[config.mk]
export PLATFORM = sky130hd
export DESIGN_NAME = boot_config_loader
export DESIGN_NICKNAME = d
export VERILOG_FILES = /design/src/rtl/boot_config_loader.sv
export SDC_FILE = /design/constraint.sdc
export NUM_CORES = 1
export LEC_CHECK = 0
export CAP_MARGIN = 10
export CORE_ASPECT_RATIO = 1.25
export CORE_UTILIZATION = 50
export CTS_CLUSTER_SIZE = 25
export DETAILED_ROUTE_END_ITERATION = 10
export PLACE_DENSITY_LB_ADDON = 0.05
export SLEW_MARGIN = 20
export SYNTH_ARGS = -nofsm -noshare
export SYNTH_HDL_FRONTEND = slang
export SYNTH_SLANG_ARGS = --single-unit
[constraint.sdc]
create_clock -name clk -period 2 [get_ports clk]
set_input_delay 0.5 -clock clk [delete_from_list [all_inputs] [get_ports clk]]
set_output_delay 0.5 -clock clk [all_outputs]
set_load 0.05 [all_outputs]
[src/rtl/boot_config_loader.sv]
// boot_config_loader: power-on reset generator and boot configuration loader.
// After reset, the loader holds the core in reset for POR_CYCLES cycles.
// It then reads NBYTES bytes from the SRAM window at BASE_ADDR into a shadow
// register. On the last byte it publishes the whole word to cfg in one
// update and releases pwon_reset_n.
// Optional build macro BOOTCFG_MAGIC_CHECK_EN: a signature byte (MAGIC) is
// expected at BASE_ADDR. On a mismatch the loader falls back to DEFAULTS.
//
// state        | meaning
// ST_POR_WAIT  | core held in reset, power-on counter running, loader owns bus
// ST_MAGIC     | reading signature byte at BASE_ADDR (macro builds only)
// ST_READ      | reading configuration byte r_idx into the shadow register
// ST_DONE      | cfg published, core released, bus handed back to the core
module boot_config_loader #(
  parameter int                   NBYTES        = 4,
  parameter int                   ADDR_W        = 21,
  parameter logic [ADDR_W-1:0]    BASE_ADDR     = 21'h008000,
  parameter int                   POR_CYCLES    = 1024,
  parameter int                   SETTLE_CYCLES = 2,
  parameter logic [NBYTES*8-1:0]  DEFAULTS      = '0,
  parameter logic [7:0]           MAGIC         = 8'hA5
) (
  input  logic                  clk,
  input  logic                  rst,
  input  logic                  reload,
  output logic [ADDR_W-1:0]     sram_addr,
  input  logic [7:0]            sram_data_in,
  output logic                  sram_we_n,
  output logic                  bus_own,
  output logic                  pwon_reset_n,
  output logic [NBYTES*8-1:0]   cfg,
  output logic                  cfg_loaded,
  output logic                  busy
);

  localparam int                CW          = (POR_CYCLES > 1) ? $clog2(POR_CYCLES) : 1;
  localparam logic [CW-1:0]     POR_LAST    = CW'(POR_CYCLES - 1);
  localparam logic [3:0]        SETTLE_LAST = 4'(SETTLE_CYCLES);
  localparam logic [3:0]        IDX_LAST    = 4'(NBYTES - 1);

  typedef enum logic [1:0] {
    ST_POR_WAIT = 2'd0,
    ST_MAGIC    = 2'd1,
    ST_READ     = 2'd2,
    ST_DONE     = 2'd3
  } state_t;

  state_t                r_state,   w_state_nxt;
  logic [CW-1:0]         r_por_cnt, w_por_cnt_nxt;
  logic [3:0]            r_settle,  w_settle_nxt;
  logic [3:0]            r_idx,     w_idx_nxt;
  logic [ADDR_W-1:0]     r_addr,    w_addr_nxt;
  logic [NBYTES*8-1:0]   r_shadow,  w_shadow_nxt;
  logic [NBYTES*8-1:0]   r_cfg,     w_cfg_nxt;
  logic                  r_loaded,  w_loaded_nxt;
  logic                  r_pwon_n,  w_pwon_n_nxt;
  logic                  r_bus_own, w_bus_own_nxt;
  logic                  r_busy,    w_busy_nxt;
  logic                  w_access_end;

  // State and output registers; rst restarts the whole sequence and drops the shadow.
  always_ff @(posedge clk) begin
    if (rst) begin
      r_state   <= ST_POR_WAIT;
      r_por_cnt <= '0;
      r_settle  <= '0;
      r_idx     <= '0;
      r_addr    <= BASE_ADDR;
      r_shadow  <= '0;
      r_cfg     <= DEFAULTS;
      r_loaded  <= 1'b0;
      r_pwon_n  <= 1'b0;
      r_bus_own <= 1'b1;
      r_busy    <= 1'b1;
    end else begin
      r_state   <= w_state_nxt;
      r_por_cnt <= w_por_cnt_nxt;
      r_settle  <= w_settle_nxt;
      r_idx     <= w_idx_nxt;
      r_addr    <= w_addr_nxt;
      r_shadow  <= w_shadow_nxt;
      r_cfg     <= w_cfg_nxt;
      r_loaded  <= w_loaded_nxt;
      r_pwon_n  <= w_pwon_n_nxt;
      r_bus_own <= w_bus_own_nxt;
      r_busy    <= w_busy_nxt;
    end
  end

  // Next-state and next-output logic; every output is computed here and registered above.
  always_comb begin
    w_state_nxt   = r_state;
    w_por_cnt_nxt = r_por_cnt;
    w_settle_nxt  = r_settle;
    w_idx_nxt     = r_idx;
    w_addr_nxt    = r_addr;
    w_shadow_nxt  = r_shadow;
    w_cfg_nxt     = r_cfg;
    w_loaded_nxt  = r_loaded;
    w_pwon_n_nxt  = r_pwon_n;
    w_bus_own_nxt = r_bus_own;
    w_busy_nxt    = r_busy;
    w_access_end  = (r_settle == SETTLE_LAST);

    case (r_state)
      ST_POR_WAIT: begin
        if (r_por_cnt == POR_LAST) begin
          w_por_cnt_nxt = '0;
          w_settle_nxt  = '0;
          w_idx_nxt     = '0;
`ifdef BOOTCFG_MAGIC_CHECK_EN
          w_state_nxt   = ST_MAGIC;
`else
          w_state_nxt   = ST_READ;
`endif
        end else begin
          w_por_cnt_nxt = r_por_cnt + CW'(1);
        end
      end

`ifdef BOOTCFG_MAGIC_CHECK_EN
      ST_MAGIC: begin
        if (w_access_end) begin
          w_settle_nxt = '0;
          if (sram_data_in == MAGIC) begin
            w_state_nxt = ST_READ;
            w_addr_nxt  = r_addr + ADDR_W'(1);
          end else begin
            w_state_nxt   = ST_DONE;
            w_cfg_nxt     = DEFAULTS;
            w_loaded_nxt  = 1'b0;
            w_pwon_n_nxt  = 1'b1;
            w_bus_own_nxt = 1'b0;
            w_busy_nxt    = 1'b0;
          end
        end else begin
          w_settle_nxt = r_settle + 4'd1;
        end
      end
`endif

      ST_READ: begin
        if (w_access_end) begin
          w_settle_nxt = '0;
          w_shadow_nxt[{r_idx, 3'b000} +: 8] = sram_data_in;
          if (r_idx == IDX_LAST) begin
            // Publish the shadow including the byte sampled on this edge.
            w_state_nxt   = ST_DONE;
            w_cfg_nxt     = w_shadow_nxt;
            w_loaded_nxt  = 1'b1;
            w_pwon_n_nxt  = 1'b1;
            w_bus_own_nxt = 1'b0;
            w_busy_nxt    = 1'b0;
          end else begin
            w_idx_nxt  = r_idx + 4'd1;
            w_addr_nxt = r_addr + ADDR_W'(1);
          end
        end else begin
          w_settle_nxt = r_settle + 4'd1;
        end
      end

      ST_DONE: begin
        // cfg and cfg_loaded hold their values across a reload until the next publish.
        if (reload) begin
          w_state_nxt   = ST_POR_WAIT;
          w_por_cnt_nxt = '0;
          w_settle_nxt  = '0;
          w_idx_nxt     = '0;
          w_addr_nxt    = BASE_ADDR;
          w_pwon_n_nxt  = 1'b0;
          w_bus_own_nxt = 1'b1;
          w_busy_nxt    = 1'b1;
        end
      end

      default: begin
        w_state_nxt = ST_POR_WAIT;
      end
    endcase
  end

  assign sram_addr    = r_addr;
  assign sram_we_n    = 1'b1;
  assign bus_own      = r_bus_own;
  assign pwon_reset_n = r_pwon_n;
  assign cfg          = r_cfg;
  assign cfg_loaded   = r_loaded;
  assign busy         = r_busy;

endmodule

==> key figures <==
Yosys
  – Ys flop type: dfxtp_1
  – Cells after synthesis: 537
  – Mapped Nets: 558
  – Cell area after synthesis: 0.005109 mm2
  – Synth Warn #: 0
  – Synth unique cells: 66
  – Number of synthesized register bits: 108
  – Sequential area share after synthesis: 0.4232
  – EDFF count, synth: 0
  – Mean post-synth cell area: 9.513 um2
  – Post-synth ARST share: 0

Clock network
  – CTS tree: built
  – Clock Tree Buf Depth: 2
  – Clock Tree Root: clkbuf_16
  – CTS Hold Buffers Added: 0
  – H-tree levels: 3
  – Clk slew on worst S/H paths: 0.07 ns
  – Number of CTS-inserted buffers: 9
  – Clk sinks: 108
  – Skew-Pair Late Insertion Delay: 0.35 ns

STA
  – Clk_skew: 0.006358 ns
  – Fmax: 504.5 MHz
  – Max-slew violation total from the final report: 0
  – Final period util: 0.9910
  – Final Hold Fails: 0
  – Min cycle time layout: 1.982 ns
  – Post-route worst setup slack: 0.01799 ns
  – Finish-stage setup viols: 0
  – Slew headroom: 0.5488
  – Slew @ Worst Pin: 0.6752 ns

Min path
  – Worst hold path class: reg -> reg

Power and ir drop
  – Sequential fraction of design power: 0.525
  – P_leak: 2.509 nW
  – Clock network power share: 0.440
  – Int Pwr: 3.237 mW
  – P_sw: 875.5 uW
  – P per Cell Area: 633.8 mW/mm2
  – Switching part of the total power: 0.2129
  – Logic pwr share: 0.035
  – Worst vdd ir: 0.4445 mV

Die
  – Die ar.: 0.01063 mm2
  – Die Span Y: 115.0 um
  – Die X: 92.41 um
  – Ports: 69
  – Core ar.: 0.009759 mm2
  – Num rows: 40
  – Starting Density: 0.5235

Global route
  – Total GRT Usage: 0.2369
  – Global-route wire length before repair: 20290 um
  – Initial antenna violation count: 0
  – Largest net degree at the start of global routing: 51
  – GRT overflow: 0
  – Vias in the first global route: 4305

Drt
  – WL final: 12600 um
  – # DRC: 0
  – Initial DRC count: 119
  – Via count: 4454
  – Per-cell routed wire length: 16.49 um
  – DR pass1 iterations: 4
  – Final antenna-violating net count: 0
  – Vias/cell: 5.830

Layout
  – Most common cell after layout, fill and taps aside: dfxtp_1
  – Util after Layout: 0.6649
  – Register Area: 0.002163 mm2
  – Multi-input logic area: 0.002813 mm2
  – Antenna Cells: 0
  – Most frequent cells in the layout: dfxtp_1, buf_4, mux2i_1
  – Nets: 655
  – Design area: 0.006489 mm2
  – Filler cells: 809
  – Share of post-route cells with drive strength above 1: 0.2367
  – Fin cells: 764
  – Area growth syn-to-layout: 27.01%

Worst setup path
  – Path depth of the worst reg2reg path: 7
  – CP top delay family: buffers and inverters
  – Crit path buf inv count: 1
  – Worst path depth: 1
  – RR Startpoint: r_settle[0]
  – CP cell instances: clkdlybuf4s50_1
  – Critical path data arrival time: 1.48 ns
  – Critical Path Sink: cfg[17]
  – Crit path kind: reg -> out
  – Critical path's slowest cell: clkdlybuf4s50_1
  – CP max stage delay: 0.80 ns
  – Startpoint types: register
  – R2R Path End: sram_addr[17]
  – Req. time, crit path: 1.50 ns
  – Reg2reg setup slack: 0.05 ns
  – Worst Setup End Kind: primary output
  – CP Launch Point: cfg[17]
  – Worst Path Max Fanout: 2

Placed design
  – DP Worst Slack: -0.2424 ns
  – Hpwl dp: 8732 um
  – Port Buf Inserts: 67
  – Final GP Congestion: 0.7847
  – Placed instance count: 744
  – Dpl cell area: 0.006022 mm2

Flow run
  – Max_cap viols: 0

Outcome
  – Status: finished clean
==> synthesized netlist by cell type (4+ instances only) <==
cell	n	area, um2
buf_2	10	50.05
o21ai_1	4	20.02
clkbuf_1	18	67.56
and4_1	6	52.55
dfxtp_1	108	2162
a21oi_1	35	175.2
nor2b_1	13	81.33
mux2i_1	49	490.5
a211oi_1	13	97.59
nor2_1	45	168.9
inv_1	14	52.55
or4_1	16	120.1
nand3_1	21	105.1
nand2_1	24	90.09
buf_4	7	52.55
ha_1	10	125.1
o2bb2ai_1	28	245.2
and3_1	5	31.28
o31ai_1	19	142.6
xor2_1	7	61.31
nand4_1	16	100.1
==> state kept, by name, summed over array words and instances, names as in the netlist <==
name / cells
busy: 1
cfg: 32
cfg_loaded: 1
pwon_reset_n: 1
r_idx: 4
r_por_cnt: 10
r_settle: 4
r_shadow: 32
r_state: 2
sram_addr: 21
==> cells by family (layout without fill, tap and decap cells) <==
logic type / after synthesis / after routing / share of synthesized area
adders and majority gates: 10 / 10 / 0.02449
xor gates and xnor gates: 10 / 10 / 0.01715
AOI/OAI and AO/OA: 125 / 125 / 0.1790
muxes: 50 / 50 / 0.09821
and+or+nand+nor: 180 / 180 / 0.2077
DFF: 108 / 108 / 0.4232
other: 1 / 1 / 0.0007340
buffers and inverters: 53 / 154 / 0.04947
==> worst min path at each step <==
stage                 startpoint      endpoint  cells past startpoint
finish              r_shadow[20]  r_shadow[20]                      2
global placement    r_shadow[19]  r_shadow[19]                      2
CTS                 r_shadow[20]  r_shadow[20]                      2
floorplan           r_shadow[16]  r_shadow[16]                      2
detailed placement       cfg[26]       cfg[26]                      1
global route        r_shadow[20]  r_shadow[20]                      2
==> worst reg2reg max path: stages (launching register included) <==
cell,delay [ns]
dfxtp_2,0.32
inv_1,0.05
ha_2,0.19
nor3b_4,0.29
o2111ai_2,0.22
buf_6,0.19
or4_1,0.46
a21oi_1,0.16
==> stage by stage <==
stage | hold WS (ns) | setup TNS [ns] | total power, mW
after floorplan | 0.4357 | 0 | 2.276
after global placement | 0.4421 | -3.718 | 2.347
after detailed placement | 0.4469 | -4.878 | 2.349
after CTS | 0.4597 | 0 | 4.139
after global routing | 0.4717 | -0.01348 | 4.227
final | 0.4576 | 0 | 4.112
==> routing by layer <==
metal | wire length (um) | track usage | up-vias
met5 | 0 | 0 | -
met2 | 6344 | 0.4143 | 91
met1 | 5506 | 0.2853 | 2145
met3 | 349 | 0.02844 | 27
li1 | - | - | 2191
met4 | 395 | 0.1219 | 0
==> timing repair <==
item,in CTS,in global routing
cloned,0,2
endpoints found under the hold margin,0,0
endpoints found under the setup margin,44,83
resized for setup,7,23
setup buffers,1,2
pin swaps,1,7
==> power groups by stage <==
stage	Clock, mW	Sequential (mW)	Combinational (mW)
2_1_floorplan	0	2.21	0.0689
4_1_cts	1.84	2.16	0.143
6_report	1.81	2.16	0.143
3_5_place_dp	0	2.21	0.141
3_3_place_gp	0	2.21	0.139
5_1_grt	1.92	2.16	0.154
==> cell type report <==
| type | count | area share |
|---|---|---|
| clock buffer | 11 | 0.03895 |
| clock inverter | 4 | 0.007520 |
| inverter | 14 | 0.008099 |
| multi-input combinational | 376 | 0.4335 |
| sequential | 108 | 0.3334 |
| tap | 126 | 0.02430 |
| timing repair buffer | 125 | 0.1543 |
Note: power is estimated with default switching activity, not from simulation.
